`src/rtl/game_pkg.sv`:
```
// Shared types and widths for the brick-breaker game sequencer.
// Latency: n/a (types, constants and a pure helper function only).
// Backpressure: n/a.
package game_pkg;

    localparam int LIVES_W = 3;
    localparam int BRICK_W = 8;
    localparam int SCORE_W = 16;

    // Codes are visible on the display port, so they are pinned explicitly.
    typedef enum logic [2:0] {
        ST_IDLE  = 3'd0,
        ST_SERVE = 3'd1,
        ST_PLAY  = 3'd2,
        ST_PAUSE = 3'd3,
        ST_OVER  = 3'd4,
        ST_WIN   = 3'd5
    } state_e;

    // Score increment that sticks at all-ones instead of wrapping.
    function automatic logic [SCORE_W-1:0] sat_inc(input logic [SCORE_W-1:0] v);
        return (&v) ? v : v + SCORE_W'(1);
    endfunction

endpackage

```
`src/rtl/game_if.sv`:
```
// Event inputs and status/strobe outputs of the game sequencer.
// Latency: n/a (wiring only).
// Backpressure: none; all events are single-cycle pulses or levels.
interface game_if;

    logic                         frame_tick;
    logic                         start_button;
    logic                         pause_button;
    logic                         brick_hit;
    logic                         ball_lost;
    logic                         game_run;
    logic                         paddle_reset;
    logic                         ball_launch;
    logic [game_pkg::LIVES_W-1:0] lives_left;
    logic [game_pkg::BRICK_W-1:0] bricks_left;
    logic [game_pkg::SCORE_W-1:0] score;
    logic [2:0]                   state;

    // Environment side: buttons, video timing and collision logic.
    modport master (
        output frame_tick, start_button, pause_button, brick_hit, ball_lost,
        input  game_run, paddle_reset, ball_launch, lives_left, bricks_left, score, state
    );

    // Sequencer side.
    modport slave (
        input  frame_tick, start_button, pause_button, brick_hit, ball_lost,
        output game_run, paddle_reset, ball_launch, lives_left, bricks_left, score, state
    );

endinterface

```
`src/rtl/game_ctrl_edge_rise.sv`:
```
// Rising-edge detector for a debounced button level.
// Latency: combinational rise from the current level against last cycle's level.
// Backpressure: none; reset presets history to 1 so a button held through reset never fires.
module edge_rise (
    input  logic clk,
    input  logic rst,
    input  logic d,
    output logic rise
);

    logic q;

    // Remember the previous level; reset pretends the button was already pressed.
    always_ff @(posedge clk) begin
        if (rst) begin
            q <= 1'b1;
        end else begin
            q <= d;
        end
    end

    assign rise = d & ~q;

endmodule

```
`src/rtl/game_ctrl.sv`:
```
// Game sequencer: state, lives, bricks, score and paddle/ball control strobes.
// Latency: one cycle; every output is registered on the edge that samples its trigger.
// Backpressure: none; events are consumed in the cycle they arrive or ignored by state.
module game_ctrl
    import game_pkg::*;
#(
    parameter int LIVES        = 3,
    parameter int NUM_BRICKS   = 40,
    parameter int SERVE_FRAMES = 60
) (
    input  logic   clk,
    input  logic   rst,
    game_if.slave  gif
);

    localparam logic [LIVES_W-1:0] LIVES_INIT  = LIVES_W'(LIVES);
    localparam logic [BRICK_W-1:0] BRICKS_INIT = BRICK_W'(NUM_BRICKS);
    localparam logic [7:0]         SERVE_LAST  = 8'(SERVE_FRAMES - 1);

    logic start_rise;
    logic pause_rise;

    state_e               state_q,  state_d;
    logic [LIVES_W-1:0]   lives_q,  lives_d;
    logic [BRICK_W-1:0]   bricks_q, bricks_d;
    logic [SCORE_W-1:0]   score_q,  score_d;
    logic [7:0]           serve_q,  serve_d;
    logic                 prst_d,   launch_d;
    logic                 run_q,    prst_q,   launch_q;

    edge_rise u_start_edge (
        .clk  (clk),
        .rst  (rst),
        .d    (gif.start_button),
        .rise (start_rise)
    );

    edge_rise u_pause_edge (
        .clk  (clk),
        .rst  (rst),
        .d    (gif.pause_button),
        .rise (pause_rise)
    );

    // Next state, counter updates and strobe requests for this cycle's events.
    always_comb begin
        state_d  = state_q;
        lives_d  = lives_q;
        bricks_d = bricks_q;
        score_d  = score_q;
        serve_d  = serve_q;
        prst_d   = 1'b0;
        launch_d = 1'b0;

        case (state_q)
            ST_IDLE, ST_OVER, ST_WIN: begin
                if (start_rise) begin
                    state_d  = ST_SERVE;
                    lives_d  = LIVES_INIT;
                    bricks_d = BRICKS_INIT;
                    score_d  = '0;
                    serve_d  = '0;
                    prst_d   = 1'b1;
                end
            end

            ST_SERVE: begin
                if (gif.frame_tick) begin
                    serve_d = serve_q + 8'd1;
                    if (serve_q == SERVE_LAST) begin
                        state_d  = ST_PLAY;
                        launch_d = 1'b1;
                    end
                end
            end

            ST_PLAY: begin
                // Clearing the last brick wins outright, even if the ball drops that cycle.
                if (gif.brick_hit) begin
                    score_d = sat_inc(score_q);
                    if (bricks_q != '0) begin
                        bricks_d = bricks_q - BRICK_W'(1);
                    end
                    if (bricks_q == BRICK_W'(1)) begin
                        state_d = ST_WIN;
                    end
                end
                if (gif.ball_lost && (state_d != ST_WIN)) begin
                    if (lives_q != '0) begin
                        lives_d = lives_q - LIVES_W'(1);
                    end
                    if (lives_q == LIVES_W'(1)) begin
                        state_d = ST_OVER;
                    end else begin
                        state_d = ST_SERVE;
                        serve_d = '0;
                        prst_d  = 1'b1;
                    end
                end
                // Pause only when nothing above already moved the game elsewhere.
                if (pause_rise && (state_d == ST_PLAY)) begin
                    state_d = ST_PAUSE;
                end
            end

            ST_PAUSE: begin
                if (pause_rise) begin
                    state_d = ST_PLAY;
                end
            end

            default: begin
                state_d = ST_IDLE;
            end
        endcase
    end

    // State, counters and output strobes; reset discards any game in progress.
    always_ff @(posedge clk) begin
        if (rst) begin
            state_q  <= ST_IDLE;
            lives_q  <= LIVES_INIT;
            bricks_q <= BRICKS_INIT;
            score_q  <= '0;
            serve_q  <= '0;
            run_q    <= 1'b0;
            prst_q   <= 1'b0;
            launch_q <= 1'b0;
        end else begin
            state_q  <= state_d;
            lives_q  <= lives_d;
            bricks_q <= bricks_d;
            score_q  <= score_d;
            serve_q  <= serve_d;
            run_q    <= (state_d == ST_SERVE) || (state_d == ST_PLAY);
            prst_q   <= prst_d;
            launch_q <= launch_d;
        end
    end

    assign gif.game_run     = run_q;
    assign gif.paddle_reset = prst_q;
    assign gif.ball_launch  = launch_q;
    assign gif.lives_left   = lives_q;
    assign gif.bricks_left  = bricks_q;
    assign gif.score        = score_q;
    assign gif.state        = state_q;

endmodule

```
`src/flat_wrapper.sv`:
```
// flat-port wrapper written by rule: the top's interface ports become plain ports
module game_ctrl_flat import game_pkg::*;
#(
    parameter int LIVES        = 3,
    parameter int NUM_BRICKS   = 40,
    parameter int SERVE_FRAMES = 60
)
  (clk, rst, gif_frame_tick, gif_start_button, gif_pause_button, gif_brick_hit, gif_ball_lost, gif_game_run, gif_paddle_reset, gif_ball_launch, gif_lives_left, gif_bricks_left, gif_score, gif_state);
  game_if gif_i ();
  input  logic clk;
  input  logic rst;
  input wire logic [$bits(gif_i.frame_tick)-1:0] gif_frame_tick;
  input wire logic [$bits(gif_i.start_button)-1:0] gif_start_button;
  input wire logic [$bits(gif_i.pause_button)-1:0] gif_pause_button;
  input wire logic [$bits(gif_i.brick_hit)-1:0] gif_brick_hit;
  input wire logic [$bits(gif_i.ball_lost)-1:0] gif_ball_lost;
  output wire logic [$bits(gif_i.game_run)-1:0] gif_game_run;
  output wire logic [$bits(gif_i.paddle_reset)-1:0] gif_paddle_reset;
  output wire logic [$bits(gif_i.ball_launch)-1:0] gif_ball_launch;
  output wire logic [$bits(gif_i.lives_left)-1:0] gif_lives_left;
  output wire logic [$bits(gif_i.bricks_left)-1:0] gif_bricks_left;
  output wire logic [$bits(gif_i.score)-1:0] gif_score;
  output wire logic [$bits(gif_i.state)-1:0] gif_state;
  assign gif_i.frame_tick = gif_frame_tick;
  assign gif_i.start_button = gif_start_button;
  assign gif_i.pause_button = gif_pause_button;
  assign gif_i.brick_hit = gif_brick_hit;
  assign gif_i.ball_lost = gif_ball_lost;
  assign gif_game_run = gif_i.game_run;
  assign gif_paddle_reset = gif_i.paddle_reset;
  assign gif_ball_launch = gif_i.ball_launch;
  assign gif_lives_left = gif_i.lives_left;
  assign gif_bricks_left = gif_i.bricks_left;
  assign gif_score = gif_i.score;
  assign gif_state = gif_i.state;
  game_ctrl #(.LIVES(LIVES), .NUM_BRICKS(NUM_BRICKS), .SERVE_FRAMES(SERVE_FRAMES)) u_core (.clk(clk), .rst(rst), .gif(gif_i));
endmodule
```
`config.mk`:
```
export PLATFORM = sky130hd
export DESIGN_NAME = game_ctrl_flat
export DESIGN_NICKNAME = d
export VERILOG_FILES = /design/src/rtl/game_pkg.sv /design/src/rtl/game_if.sv /design/src/rtl/game_ctrl_edge_rise.sv /design/src/rtl/game_ctrl.sv /design/src/flat_wrapper.sv
export SDC_FILE = /design/constraint.sdc
export NUM_CORES = 1
export LEC_CHECK = 0
export CAP_MARGIN = 20
export CORE_MARGIN = 10
export CORE_UTILIZATION = 53
export DETAILED_ROUTE_END_ITERATION = 8
export PLACE_DENSITY = 0.86
export SLEW_MARGIN = 20
export SYNTH_ARGS = -nofsm -noshare
export SYNTH_HDL_FRONTEND = slang
export SYNTH_SLANG_ARGS = --single-unit
```
`constraint.sdc`:
```
create_clock -name clk -period 2.3 [get_ports clk]
set_input_delay 0.69 -clock clk [delete_from_list [all_inputs] [get_ports clk]]
set_output_delay 0.69 -clock clk [all_outputs]
set_load 0.02 [all_outputs]
```
== Yosys cells after proc, flatten, opt, wreduce, memory -nomap -nowiden ==
Index checks and enable logic that the tools add are counted.
Cells by class
  add/subtract/negate cells: 4
  $mul: 0
  div/mod/pow operators: 0
  $lt $le $gt $ge: 0
  equal/unequal tests: 20
  shift operators: 0
  mux-type cells: 34
  bitwise operators: 6
  reductions and logical operators: 15
Operator list (count)
  8-bit two-way mux: 7
  16-bit two-way mux: 3
  3-bit two-way mux: 14
  16-bit one-hot mux with 2 select lines: 1
  8-bit one-hot mux with 3 select lines: 1
  16-bit by 1-bit adder with 16-bit output (second input constant): 1
  8-bit one-hot mux with 2 select lines: 1
  16-bit AND reduction: 1
  3-bit by 2-bit equality test with 1-bit output (second input constant): 4
  3-bit one-hot mux with 4 select lines: 1
  4-bit AND reduction: 3
  3-bit by 1-bit equality test with 1-bit output (second input constant): 3
  8-bit by 1-bit adder with 8-bit output (second input constant): 1
  8-bit by 1-bit equality test with 1-bit output (second input constant): 1
  8-bit by 6-bit equality test with 1-bit output (second input constant): 1
  2-bit by 1-bit != test with 1-bit output (second input constant): 4
  2-bit != test (second input constant): 4
  8-bit nonzero test: 1
  8-bit by 1-bit subtractor with 8-bit output (second input constant): 1
  3-bit equality test (second input constant): 2
  3-bit one-hot mux with 2 select lines: 1
  3-bit nonzero test: 2
  3-bit OR reduction: 2
  5-bit AND reduction: 1
  other kinds (10): 18
Storage, ports and cells
  bits in registers: 43
  latch bits: 0
  RAM bits: 0
  bits in read-only memories: 0
  output and inout port bits: 33
  word-level logic and storage cells: 89
  memories: 0

== Depth between registers and ports, before layout ==
Gate-level depths: netlist of run 1.
  word-level depth: 14
  mapped depth: 7

== By module ==
Synthesis of run 1 repeated with hierarchy kept, for this count alone.
Unflattened totals
  cells, all modules: 270
  area, all modules: 2225.9 sq um
Modules (own cells, without submodules)
  game_ctrl: instances 1, cells an instance 264, area each 2160.8 sq um
  edge_rise: instances 2, cells an instance 3, area each 32.5 sq um

== Worst setup path after synthesis of run 1 ==
OpenSTA, ideal clock, no wires.
  path kind: input to register
  start point: input gif_start_button
  end point: register u_core.score_q[9] (netlist: u_core.gif.score[9])
  arrival: 2.021 ns
  required time: 2.229 ns
  setup slack: 0.208 ns
  stages: 6
  cells stage by stage: nor3b_4 o21bai_1 and2_1 buf_2 or4_1 a21oi_1
On the way
  word-level cells in the longest chain between the ends: 3
RTL lines
  from (decl): line flat_wrapper.sv:13  | input wire logic [$bits(gif_i.start_button)-1:0] gif_start_button;
  1-bit AND: line game_ctrl_edge_rise.sv:22  | assign rise = d & ~q;
  2-bit by 1-bit != test with 1-bit output (no line)
  4-bit AND reduction (no line)
  to (signal assigned): line game_ctrl.sv:133  | score_q <= score_d;
  to (decl): line game_ctrl.sv:26  | logic [SCORE_W-1:0] score_q, score_d;
Every way passes these cells.
A chain may end at the register's enable or synchronous reset.

== Worst setup path after layout of run 1 ==
  start point: input gif_brick_hit
  end point: register u_core.score_q[12] (netlist: u_core.gif.score[12])
On the way
  word-level cells in the longest chain between the ends: 2
RTL lines
  from (decl): line flat_wrapper.sv:15  | input wire logic [$bits(gif_i.brick_hit)-1:0] gif_brick_hit;
  2-bit != test (no line)
  4-bit AND reduction (no line)
Every way passes these cells.

==> flow_summary.json, run 1 <==
{
  "gr-total-overflow": 0,
  "transition_time_at_the_pin_with_the_least_slew_margin_ns": 0.588,
  "route.vias.total": 2340,
  "tritoncts_clock_tree": "built",
  "final.setup.worst_slack_ns": 0.0594,
  "finalWorstPathRequiredPeriod_ns": 2.24,
  "post_route_cells_drive_above_1_share_pct": 17.2,
  "crit_type": "in2reg",
  "postLayoutCellArea_um2": 3150,
  "syn_avg_cell_area_um2": 8.51,
  "timing.hold.worst.start": "u_core.serve_q[5]$_SDFFE_PP0P_",
  "clock.fmax_mhz": 446,
  "place.gp.congestion": 0.822,
  "synth_sequential_area_ratio_pct": 36.0,
  "cap_violations": 0,
  "min_period_over_period_pct": 97.4,
  "timing.critical_path.to_type": "flop",
  "clk_pin_slew_ns": 0.08,
  "clock_latency_ns": 0.30,
  "post_synth_inst_count": 281,
  "crit_path_cell_trace": "clkdlybuf4s50_1 -> buf_4 -> and3b_1 -> o21bai_2 -> buf_4 -> a211oi_1 -> buf_4 -> a31oi_1 -> a41o_1",
  "insertedDiodeCount": 0,
  "clk_root_buffer_cell": "sky130_fd_sc_hd__clkbuf_8",
  "chipWidth_um": 87.2,
  "synth.area.top_cells": "sky130_fd_sc_hd__dfxtp_1 (36%), sky130_fd_sc_hd__a21oi_1 (5.4%), sky130_fd_sc_hd__ha_1 (4.2%), sky130_fd_sc_hd__nand2_1 (3.9%), sky130_fd_sc_hd__nor2_1 (3.8%)",
  "tns_ns": 0,
  "nNetsFinal": 357,
  "synthToLayoutAreaGrowth_pct": 31.5,
  "drc": 0,
  "dieHeight_um": 87.2,
  "num-fill-cells": 323,
  "total_routing_resource_utilization_after_global_routing_pct": 16.8,
  "synth_top_area_share_pct": 36.0,
  "timing.reg2reg.setup_slack_ns": 0.26,
  "initial_core_util_pct": 54.9,
  "place_area_um2": 2960,
  "synth_common_cells": "sky130_fd_sc_hd__dfxtp_1 (43), sky130_fd_sc_hd__a21oi_1 (26), sky130_fd_sc_hd__nand2_1 (25)",
  "asyncSetResetFlopFracSynth_pct": 0,
  "synth.net_count": 296,
  "finalSetupViolCount": 0,
  "dp_hpwl_mm": 4.44,
  "synth.yosys.warnings": 0,
  "synthDominantAreaCellType": "sky130_fd_sc_hd__dfxtp_1",
  "first_global_vias": 2325,
  "die_outline_area_um2": 7600,
  "crit_path_frequent_cell": "sky130_fd_sc_hd__buf_4",
  "num_rows": 24,
  "grt_pass1_wl_mm": 10.6,
  "worst-endpoint-required_ns": 2.49,
  "routed_wl_mm": 6.22,
  "min_path_type": "reg2reg",
  "drtAntennaViolNets": 0,
  "critical_path.top_delay_family": "buffers and inverters",
  "maximum_vdd_drop_mv": 0.275,
  "path_max_fanout": 4,
  "hold_viol": 0,
  "startpoint_of_the_worst_register_to_register_path": "u_core.gif.bricks_left[1]$_SDFFE_PP0P_",
  "yosys.cell_count.top_type": "sky130_fd_sc_hd__dfxtp_1",
  "critical_path.reg2reg.endpoint": "u_core.serve_q[7]$_SDFFE_PP0P_",
  "portBuffers": 39,
  "h-tree-depth": 2,
  "p_leak_uw": 0.00115,
  "rsz0062_at_grt": "false",
  "power_per_cell_area_nw_per_um2": 460,
  "synth-main-ff-cell": "sky130_fd_sc_hd__dfxtp_1",
  "cts_inserted_buffers": 5,
  "timing.max_slew.rel_slack_pct": 60.5,
  "grt_max_degree": 14,
  "detailedRoute.firstPassIterationCount": 5,
  "core_region_area_um2": 4350,
  "critPathBufInv": 4,
  "tritoncts_num_sinks": 43,
  "final-max-slew-violation-count": 0,
  "worst_path_largest_cell_delay_ns": 0.49,
  "reg2reg_depth": 7,
  "synth-edff-count": 0,
  "drt_first_iter_violations": 127,
  "synthDistinctLibCells": 59,
  "finalPower_uw": 1450,
  "clock_skew_ns": 0.00508,
  "dp_slack_ns": -0.369,
  "slowest_stage": "sky130_fd_sc_hd__clkdlybuf4s50_1",
  "initial_antenna_violation_count": 0,
  "mappedNetlistArea_um2": 2390,
  "routed_wire_length_per_instance_um": 15.7,
  "cts_hold_buf": 0,
  "status": "completed",
  "routed_via_density": 5.92,
  "min_delay_worst_endpoint": "u_core.serve_q[5]$_SDFFE_PP0P_",
  "ys_seq_elements": 43,
  "holdPathStages": 2,
  "ios": 40,
  "cp-start-kind": "primary input",
  "clock_tree.buffer_depth": 2,
  "crit_arrival_ns": 2.43
}
==> through the flow <==
stage,instances,hold WS (ns),utilization (%)
after floorplan,281,0.452,-
after global placement,385,0.464,67.9
after detailed placement,385,0.479,67.9
after CTS,393,0.489,70.5
after global routing,395,0.515,72.2
final,395,0.484,72.2
==> logic make-up after synthesis <==
logic type               Yosys count  share of synthesized area (%)
buffers and inverters             17                           3.77
AND/OR/NAND/NOR                  126                           30.2
AO/OA/AOI/OAI                     71                           19.7
flip-flops                        43                           36.0
XOR/XNOR                          11                           4.03
multiplexers                       5                           2.14
adder cells (fa/ha/maj)            8                           4.18
==> layer usage <==
metal | part of all wire (%) | GRT usage [%] | vias up
li1 | - | - | 1156
met1 | 44 | 19.5 | 1117
met2 | 48 | 27.2 | 52
met3 | 5.8 | 5.62 | 15
met4 | 2.3 | 7.97 | 0
met5 | 0 | 0 | -
==> area by class of cell <==
type | instances | area (um^2) | share of cell area, %
flip-flops and latches | 43 | 862 | 27.4
clock buffers | 8 | 100 | 3.18
inverters | 7 | 26.3 | 0.835
repair buffers | 64 | 581 | 18.5
well taps | 52 | 65.1 | 2.07
multi-input cells | 221 | 1510 | 48.1
==> power by group <==
group | switching, uW | internal [uW]
Sequential | 9.60 | 754
Combinational | 81.2 | 73.5
Clock | 254 | 274
==> sequential cells by signal, summed over array words and instances (netlist names) <==
signal,count
u_core.gif.ball_launch,1
u_core.gif.bricks_left,8
u_core.gif.game_run,1
u_core.gif.lives_left,3
u_core.gif.paddle_reset,1
u_core.gif.score,16
u_core.gif.state,3
u_core.serve_q,8
u_core.u_pause_edge.q,1
u_core.u_start_edge.q,1
==> worst max path at each step <==
stage | cells after the start | slack [ns] | start | endpoint
global placement | 6 | -0.33 | gif_frame_tick | u_core.gif.game_run$_SDFF_PP0_
detailed placement | 6 | -0.37 | gif_frame_tick | u_core.gif.game_run$_SDFF_PP0_
floorplan | 6 | 0.21 | gif_start_button | u_core.gif.score[9]$_SDFFE_PP0P_
finish | 9 | 0.06 | gif_brick_hit | u_core.gif.score[12]$_SDFFE_PP0P_
global route | 9 | 0.0009 | gif_brick_hit | u_core.gif.score[12]$_SDFFE_PP0P_
CTS | 8 | 0.02 | gif_start_button | u_core.gif.score[12]$_SDFFE_PP0P_
==> layout by cell type, fill, tap and decap left out, types with 5 or more instances in the layout <==
| cell type | n |
|---|---|
| sky130_fd_sc_hd__dfxtp_1 | 42 |
| sky130_fd_sc_hd__clkdlybuf4s50_1 | 38 |
| sky130_fd_sc_hd__buf_4 | 25 |
| sky130_fd_sc_hd__nand2_1 | 24 |
| sky130_fd_sc_hd__nor2_1 | 23 |
| sky130_fd_sc_hd__a21oi_1 | 22 |
| sky130_fd_sc_hd__o21ai_0 | 13 |
| sky130_fd_sc_hd__nand2b_1 | 8 |
| sky130_fd_sc_hd__or4_1 | 8 |
| sky130_fd_sc_hd__nand4_1 | 8 |
| sky130_fd_sc_hd__nand3_1 | 8 |
| sky130_fd_sc_hd__ha_1 | 8 |
| sky130_fd_sc_hd__inv_1 | 7 |
| sky130_fd_sc_hd__or3_1 | 7 |
| sky130_fd_sc_hd__o211ai_1 | 7 |
| sky130_fd_sc_hd__clkbuf_8 | 7 |
| sky130_fd_sc_hd__xnor2_1 | 6 |
| sky130_fd_sc_hd__o31ai_1 | 5 |
| sky130_fd_sc_hd__a21oi_2 | 5 |
| sky130_fd_sc_hd__xor2_1 | 5 |
==> timing repair <==
item                                    CTS  global route
hold endpoints to repair                  0             0
gates resized for setup                   5            14
pin swaps                                 1             3
setup buffers                             0             2
cloned                                    0             0
endpoints found under the setup margin    7            19
==> worst reg2reg max path, stage by stage (launching register included) <==
cell and delay [ns]:
sky130_fd_sc_hd__dfxtp_1 0.38, sky130_fd_sc_hd__inv_1 0.10, sky130_fd_sc_hd__ha_1 0.20, sky130_fd_sc_hd__or4bb_4 0.22, sky130_fd_sc_hd__o211ai_1 0.11, sky130_fd_sc_hd__a22o_2 0.35
sky130_fd_sc_hd__or4_1 0.48, sky130_fd_sc_hd__a21oi_1 0.14
Note: power is estimated with default switching activity, not from simulation.
==> run 2: changes to the inputs <==
--- a/config.mk
+++ b/config.mk
@@ -7,9 +7,9 @@
 export LEC_CHECK = 0
 export CAP_MARGIN = 20
 export CORE_MARGIN = 10
-export CORE_UTILIZATION = 53
+export CORE_UTILIZATION = 48
 export DETAILED_ROUTE_END_ITERATION = 8
-export PLACE_DENSITY = 0.86
+export PLACE_DENSITY = 0.82
 export SLEW_MARGIN = 20
 export SYNTH_ARGS = -nofsm -noshare
 export SYNTH_HDL_FRONTEND = slang
==> constraint.sdc (replaced) <==
create_clock -name clk -period 1.9 [get_ports clk]
set_input_delay 0.57 -clock clk [delete_from_list [all_inputs] [get_ports clk]]
set_output_delay 0.57 -clock clk [all_outputs]
set_load 0.02 [all_outputs]
==> run 2 against run 1 <==
  * The run now ends with setup timing left
  * Die area up 8.0%
  * Hold slack better by 0.028 ns
  * Design area up 14%
  * Utilization up 2.8 points
  * Sequential power up 21%
  * Non-clock buffer count up 41
  * Final cell count up 15%
  * Sequential share of layout area down 3.0 points
  * Setup slack worse by 0.10 ns
  * Clock skew up 0.0016 ns
  * Wire length up 26%
  * Global-route usage up 0.32 points
  * Largest cell class unchanged
==> flow_summary.json, run 2 (synthesized netlist as in run 1, its figures left out) <==
{
  "status": "finished, violations left",
  "violations": "setup timing",
  "power_per_cell_area_nw_per_um2": 503,
  "dp_hpwl_mm": 5.11,
  "crit_arrival_ns": 2.14,
  "most-common-layout-cells": "sky130_fd_sc_hd__buf_4 (65), sky130_fd_sc_hd__dfxtp_1 (36), sky130_fd_sc_hd__dlygate4sd2_1 (25)",
  "tns_ns": -0.0565,
  "clk_root_buffer_cell": "sky130_fd_sc_hd__clkbuf_8",
  "layout_commonest_cell": "sky130_fd_sc_hd__buf_4",
  "transition_time_at_the_pin_with_the_least_slew_margin_ns": 0.425,
  "total_routing_resource_utilization_after_global_routing_pct": 17.1,
  "hold_viol": 0,
  "core_region_area_um2": 4790,
  "initial_antenna_violation_count": 0,
  "post_route_cells_drive_above_1_share_pct": 33.7,
  "cts_inserted_buffers": 5,
  "tritoncts_clock_tree": "built",
  "clock_skew_ns": 0.00666,
  "insertedDiodeCount": 0,
  "largest_register_ffs": 16,
  "p_leak_uw": 0.00160,
  "crit_path_frequent_cell": "sky130_fd_sc_hd__buf_4",
  "grt_max_degree": 16,
  "cap_violations": 0,
  "drtAntennaViolNets": 0,
  "crit_type": "reg2reg",
  "worst_hold_slack_ns": 0.512,
  "timing.critical_path.to_type": "flop",
  "routed_via_density": 5.79,
  "crit_path_cell_trace": "buf_6 -> nor3b_4 -> nand2_4 -> buf_4 -> buf_4 -> a2111oi_2 -> xnor2_1 -> nor2_1",
  "cp-start-kind": "flop",
  "initial_core_util_pct": 50.0,
  "maximum_vdd_drop_mv": 0.363,
  "final-max-slew-violation-count": 0,
  "critPathBufInv": 3,
  "finish.utilization_pct": 75.0,
  "clock.fmax_mhz": 515,
  "portBuffers": 39,
  "clk_pin_slew_ns": 0.08,
  "finalWorstPathRequiredPeriod_ns": 1.94,
  "finalPower_uw": 1810,
  "cts_hold_buf": 0,
  "fin_cells": 453,
  "place.gp.congestion": 0.848,
  "timing.max_slew.rel_slack_pct": 71.6,
  "finalSetupViolCount": 2,
  "grt_pass1_wl_mm": 12.0,
  "drc": 0,
  "first_global_vias": 2607,
  "ios": 40,
  "min_path_type": "in2reg",
  "routed_wl_mm": 7.86,
  "nNetsFinal": 400,
  "critical_path.top_delay_family": "simple AND/OR/NAND/NOR gates",
  "num_rows": 25,
  "cell_count_after_placement": 430,
  "min_period_over_period_pct": 102,
  "worst_path_largest_cell_delay_ns": 0.37,
  "slowest_stage": "sky130_fd_sc_hd__dfxtp_4",
  "clock_latency_ns": 0.30,
  "rsz0062_at_grt": "true",
  "clock_tree.buffer_depth": 2,
  "drt_first_iter_violations": 208,
  "final.setup.worst_slack_ns": -0.0409,
  "tritoncts_num_sinks": 43,
  "worst-endpoint-required_ns": 2.09,
  "synthToLayoutAreaGrowth_pct": 50.1,
  "routed_wire_length_per_instance_um": 17.3,
  "num-fill-cells": 328,
  "h-tree-depth": 2,
  "die_outline_area_um2": 8210,
  "path_max_fanout": 7,
  "detailedRoute.firstPassIterationCount": 4,
  "route.vias.total": 2624,
  "gr-total-overflow": 0,
  "dieHeight_um": 90.6,
  "chipWidth_um": 90.6
}
run 2: changes by cell type in the layout (fill, tap and decap cells not counted), sizes merged:
cell / delta
a22o: +1
and2: +1
buf: +41
clkbuf: +2
clkdlybuf4s50: -32
dlygate4sd2: +25
dlymetal6s2s: +5
run 2: stage by stage:
step / area, um^2 / setup slack, ns
4_1_cts: 3410 / 0.00116
6_report: 3590 / -0.0409
5_1_grt: 3590 / -0.116
3_5_place_dp: 3220 / -0.597
3_3_place_gp: 3220 / -0.555
2_1_floorplan: 2420 / -0.00306
run 2: repair_timing:
action | in CTS | in global routing
cloned | 1 | 1
resized for setup | 38 | 48
endpoints found under the setup margin | 57 | 36
buffers inserted | 8 | 5
pin swaps | 14 | 14
run 2: cell type report:
type | count | area (um^2) | area share, %
Sequential cell | 43 | 875 | 24.4
Timing Repair Buffer | 105 | 863 | 24.1
Tap cell | 67 | 83.8 | 2.34
Clock buffer | 8 | 100 | 2.79
Inverter | 7 | 26.3 | 0.732
Multi-Input combinational cell | 223 | 1640 | 45.7
run 2: final timing paths:
path                               startpoint                                 to  slack [ns]  depth (start not counted)
max            u_core.gif.state[1]$_SDFF_PP0_  u_core.gif.score[14]$_SDFFE_PP0P_       -0.04                          8
min                          gif_pause_button   u_core.u_pause_edge.q$_SDFF_PP1_        0.51                          2
max reg2reg    u_core.gif.state[1]$_SDFF_PP0_  u_core.gif.score[14]$_SDFFE_PP0P_       -0.04                          8
min reg2reg  u_core.gif.score[9]$_SDFFE_PP0P_   u_core.gif.score[9]$_SDFFE_PP0P_        0.52                          2
run 2: report_power, final:
part / internal [uW] / switching, uW
sequential: 911 / 11.7
clock: 332 / 324
combinational: 110 / 117
run 2: per-layer routing:
layer	vias to the layer above	wire length (um)	track usage (%)
met3	12	477	4.66
met2	87	4080	30.4
met1	1280	3190	18.8
met5	-	0	0
met4	0	106	6.76
li1	1245	-	-
==> run 3: changes to the inputs <==
--- a/config.mk
+++ b/config.mk
@@ -9,7 +9,7 @@
 export CORE_MARGIN = 10
 export CORE_UTILIZATION = 48
 export DETAILED_ROUTE_END_ITERATION = 8
-export PLACE_DENSITY = 0.82
+export PLACE_DENSITY = 0.76
 export SLEW_MARGIN = 20
 export SYNTH_ARGS = -nofsm -noshare
 export SYNTH_HDL_FRONTEND = slang
==> run 3 against run 2 <==
  * The flow still finishes with violations (setup timing)
  * Setup slack worse by 0.0017 ns
  * Sequential cell count unchanged
  * Combinational power fell by 3%
  * Die area did not move
  * Sequential power about the same
  * Via count shrank 4.5%
  * Critical endpoint is now u_core.serve_q[7]$_SDFFE_PP0P_
  * Largest cell class unchanged
==> flow_summary.json, run 3 (synthesized netlist as in run 1, its figures left out) <==
{
  "core_region_area_um2": 4790,
  "timing.critical_path.to_type": "flop",
  "first_global_vias": 2466,
  "clock_latency_ns": 0.30,
  "power_per_cell_area_nw_per_um2": 493,
  "combPwrFrac_pct": 12.8,
  "power.internal_uw": 1280,
  "transition_time_at_the_pin_with_the_least_slew_margin_ns": 0.482,
  "crit_arrival_ns": 2.17,
  "grt_pass1_wl_mm": 11.5,
  "routed_wire_length_per_instance_um": 16.0,
  "timing.max_slew.rel_slack_pct": 67.9,
  "num-fill-cells": 373,
  "power.share.sequential_pct": 53.4,
  "route.vias.total": 2505,
  "num_rows": 25,
  "netSwitchingFraction_pct": 26.0,
  "dp_hpwl_mm": 5.06,
  "chipWidth_um": 90.6,
  "clock.fmax_mhz": 515,
  "largest_register_ffs": 16,
  "routed_via_density": 5.60,
  "clk_pin_slew_ns": 0.09,
  "power.switching_uw": 450,
  "path_max_fanout": 5,
  "drt_first_iter_violations": 137,
  "clock_power_share_pct": 33.8,
  "dieHeight_um": 90.6,
  "grt_max_degree": 14,
  "post_route_cells_drive_above_1_share_pct": 30.8,
  "gr-total-overflow": 0,
  "p_leak_uw": 0.00155,
  "min_path_type": "reg2reg",
  "worst-endpoint-required_ns": 2.13,
  "rsz0062_at_grt": "true",
  "final-max-slew-violation-count": 0,
  "portBuffers": 39,
  "clk_root_buffer_cell": "sky130_fd_sc_hd__clkbuf_8",
  "layout_commonest_cell": "sky130_fd_sc_hd__buf_4",
  "final.setup.worst_slack_ns": -0.0426,
  "finalSetupViolCount": 1,
  "tns_ns": -0.0426,
  "cp-start-kind": "flop",
  "clock_skew_ns": 0.00496,
  "reg2reg_depth": 8,
  "cap_violations": 0,
  "detailedRoute.firstPassIterationCount": 4,
  "drc": 0,
  "synthToLayoutAreaGrowth_pct": 46.8,
  "h-tree-depth": 2,
  "maximum_vdd_drop_mv": 0.334,
  "total_routing_resource_utilization_after_global_routing_pct": 16.4,
  "tritoncts_num_sinks": 43,
  "place.gp.congestion": 0.879,
  "routed_wl_mm": 7.15,
  "tritoncts_clock_tree": "built",
  "clock_tree.buffer_depth": 2,
  "most-common-layout-cells": "sky130_fd_sc_hd__buf_4 (59), sky130_fd_sc_hd__dfxtp_1 (35), sky130_fd_sc_hd__dlygate4sd2_1 (25)",
  "nNetsFinal": 394,
  "finish.utilization_pct": 73.4,
  "ios": 40,
  "hold_viol": 0,
  "finalPower_uw": 1730,
  "status": "finished, violations left",
  "initial_antenna_violation_count": 0,
  "cts_inserted_buffers": 5,
  "min_period_over_period_pct": 102,
  "violations": "setup timing",
  "finalWorstPathRequiredPeriod_ns": 1.94,
  "initial_core_util_pct": 50.0,
  "holdPathStages": 2,
  "drtAntennaViolNets": 0,
  "insertedDiodeCount": 0,
  "die_outline_area_um2": 8210,
  "crit_type": "reg2reg"
}
[run 3: cell count changes in the layout (fill, tap and decap cells not counted), sizes merged]
cell,change
clkdlybuf4s15,+1
clkbuf,-4
clkinv,+1
buf,-5
and2,-1
dlymetal6s2s,+1
clkinvlp,+1
[run 3: final timing paths]
check	start	to	slack [ns]
min reg2reg	u_core.serve_q[1]$_SDFFE_PP0P_	u_core.serve_q[1]$_SDFFE_PP0P_	0.49
min	u_core.serve_q[1]$_SDFFE_PP0P_	u_core.serve_q[1]$_SDFFE_PP0P_	0.49
max	u_core.gif.lives_left[1]$_SDFFE_PP1P_	u_core.serve_q[7]$_SDFFE_PP0P_	-0.04
max reg2reg	u_core.gif.lives_left[1]$_SDFFE_PP1P_	u_core.serve_q[7]$_SDFFE_PP0P_	-0.04
[run 3: metrics by stage]
step	instances	hold WS (ns)	instance area, um^2	setup slack (ns)
floorplan	281	0.452	2420	-0.00306
global placement	429	0.467	3230	-0.524
detailed placement	429	0.473	3230	-0.585
CTS	444	0.485	3390	0.00388
global route	447	0.514	3510	-0.0990
finish	447	0.494	3510	-0.0426
[run 3: critical path, cell delays in order (launching register included)]
cell and delay (ns):
sky130_fd_sc_hd__dfxtp_1 0.35, sky130_fd_sc_hd__inv_1 0.10, sky130_fd_sc_hd__ha_1 0.21, sky130_fd_sc_hd__nand2b_1 0.11, sky130_fd_sc_hd__o211ai_1 0.11, sky130_fd_sc_hd__buf_4 0.17
sky130_fd_sc_hd__a22o_4 0.28, sky130_fd_sc_hd__or4_4 0.42, sky130_fd_sc_hd__a21oi_2 0.13
[run 3: power by group through the flow]
stage / Sequential, uW / Combinational [uW] / Clock [uW]
finish: 924 / 221 / 585
CTS: 923 / 208 / 597
global route: 926 / 239 / 634
floorplan: 954 / 90.2 / 0
global placement: 944 / 189 / 0
detailed placement: 944 / 193 / 0
[run 3: layer usage]
| layer | global-route usage [%] | routed length (um) | up-vias |
|---|---|---|---|
| li1 | - | - | 1235 |
| met3 | 5.15 | 428 | 4 |
| met5 | 0 | 0 | - |
| met1 | 19.1 | 3040 | 1198 |
| met4 | 4.24 | 50 | 0 |
| met2 | 28.2 | 3630 | 68 |
[run 3: final cells by class]
type | instances | area (um^2) | share of cell area (%)
multi-input combinational | 222 | 1590 | 45.4
sequential | 43 | 873 | 24.9
timing repair buffer | 100 | 851 | 24.2
tap | 67 | 83.8 | 2.39
clock buffer | 6 | 72.6 | 2.07
inverter | 7 | 26.3 | 0.748
clock inverter | 2 | 12.5 | 0.356
[run 3: repair_timing]
item,CTS,global route
hold buffers,0,0
resized for setup,41,34
endpoints found under the setup margin,55,36
pin swaps,13,10
cloned,1,0
buffers inserted,6,3
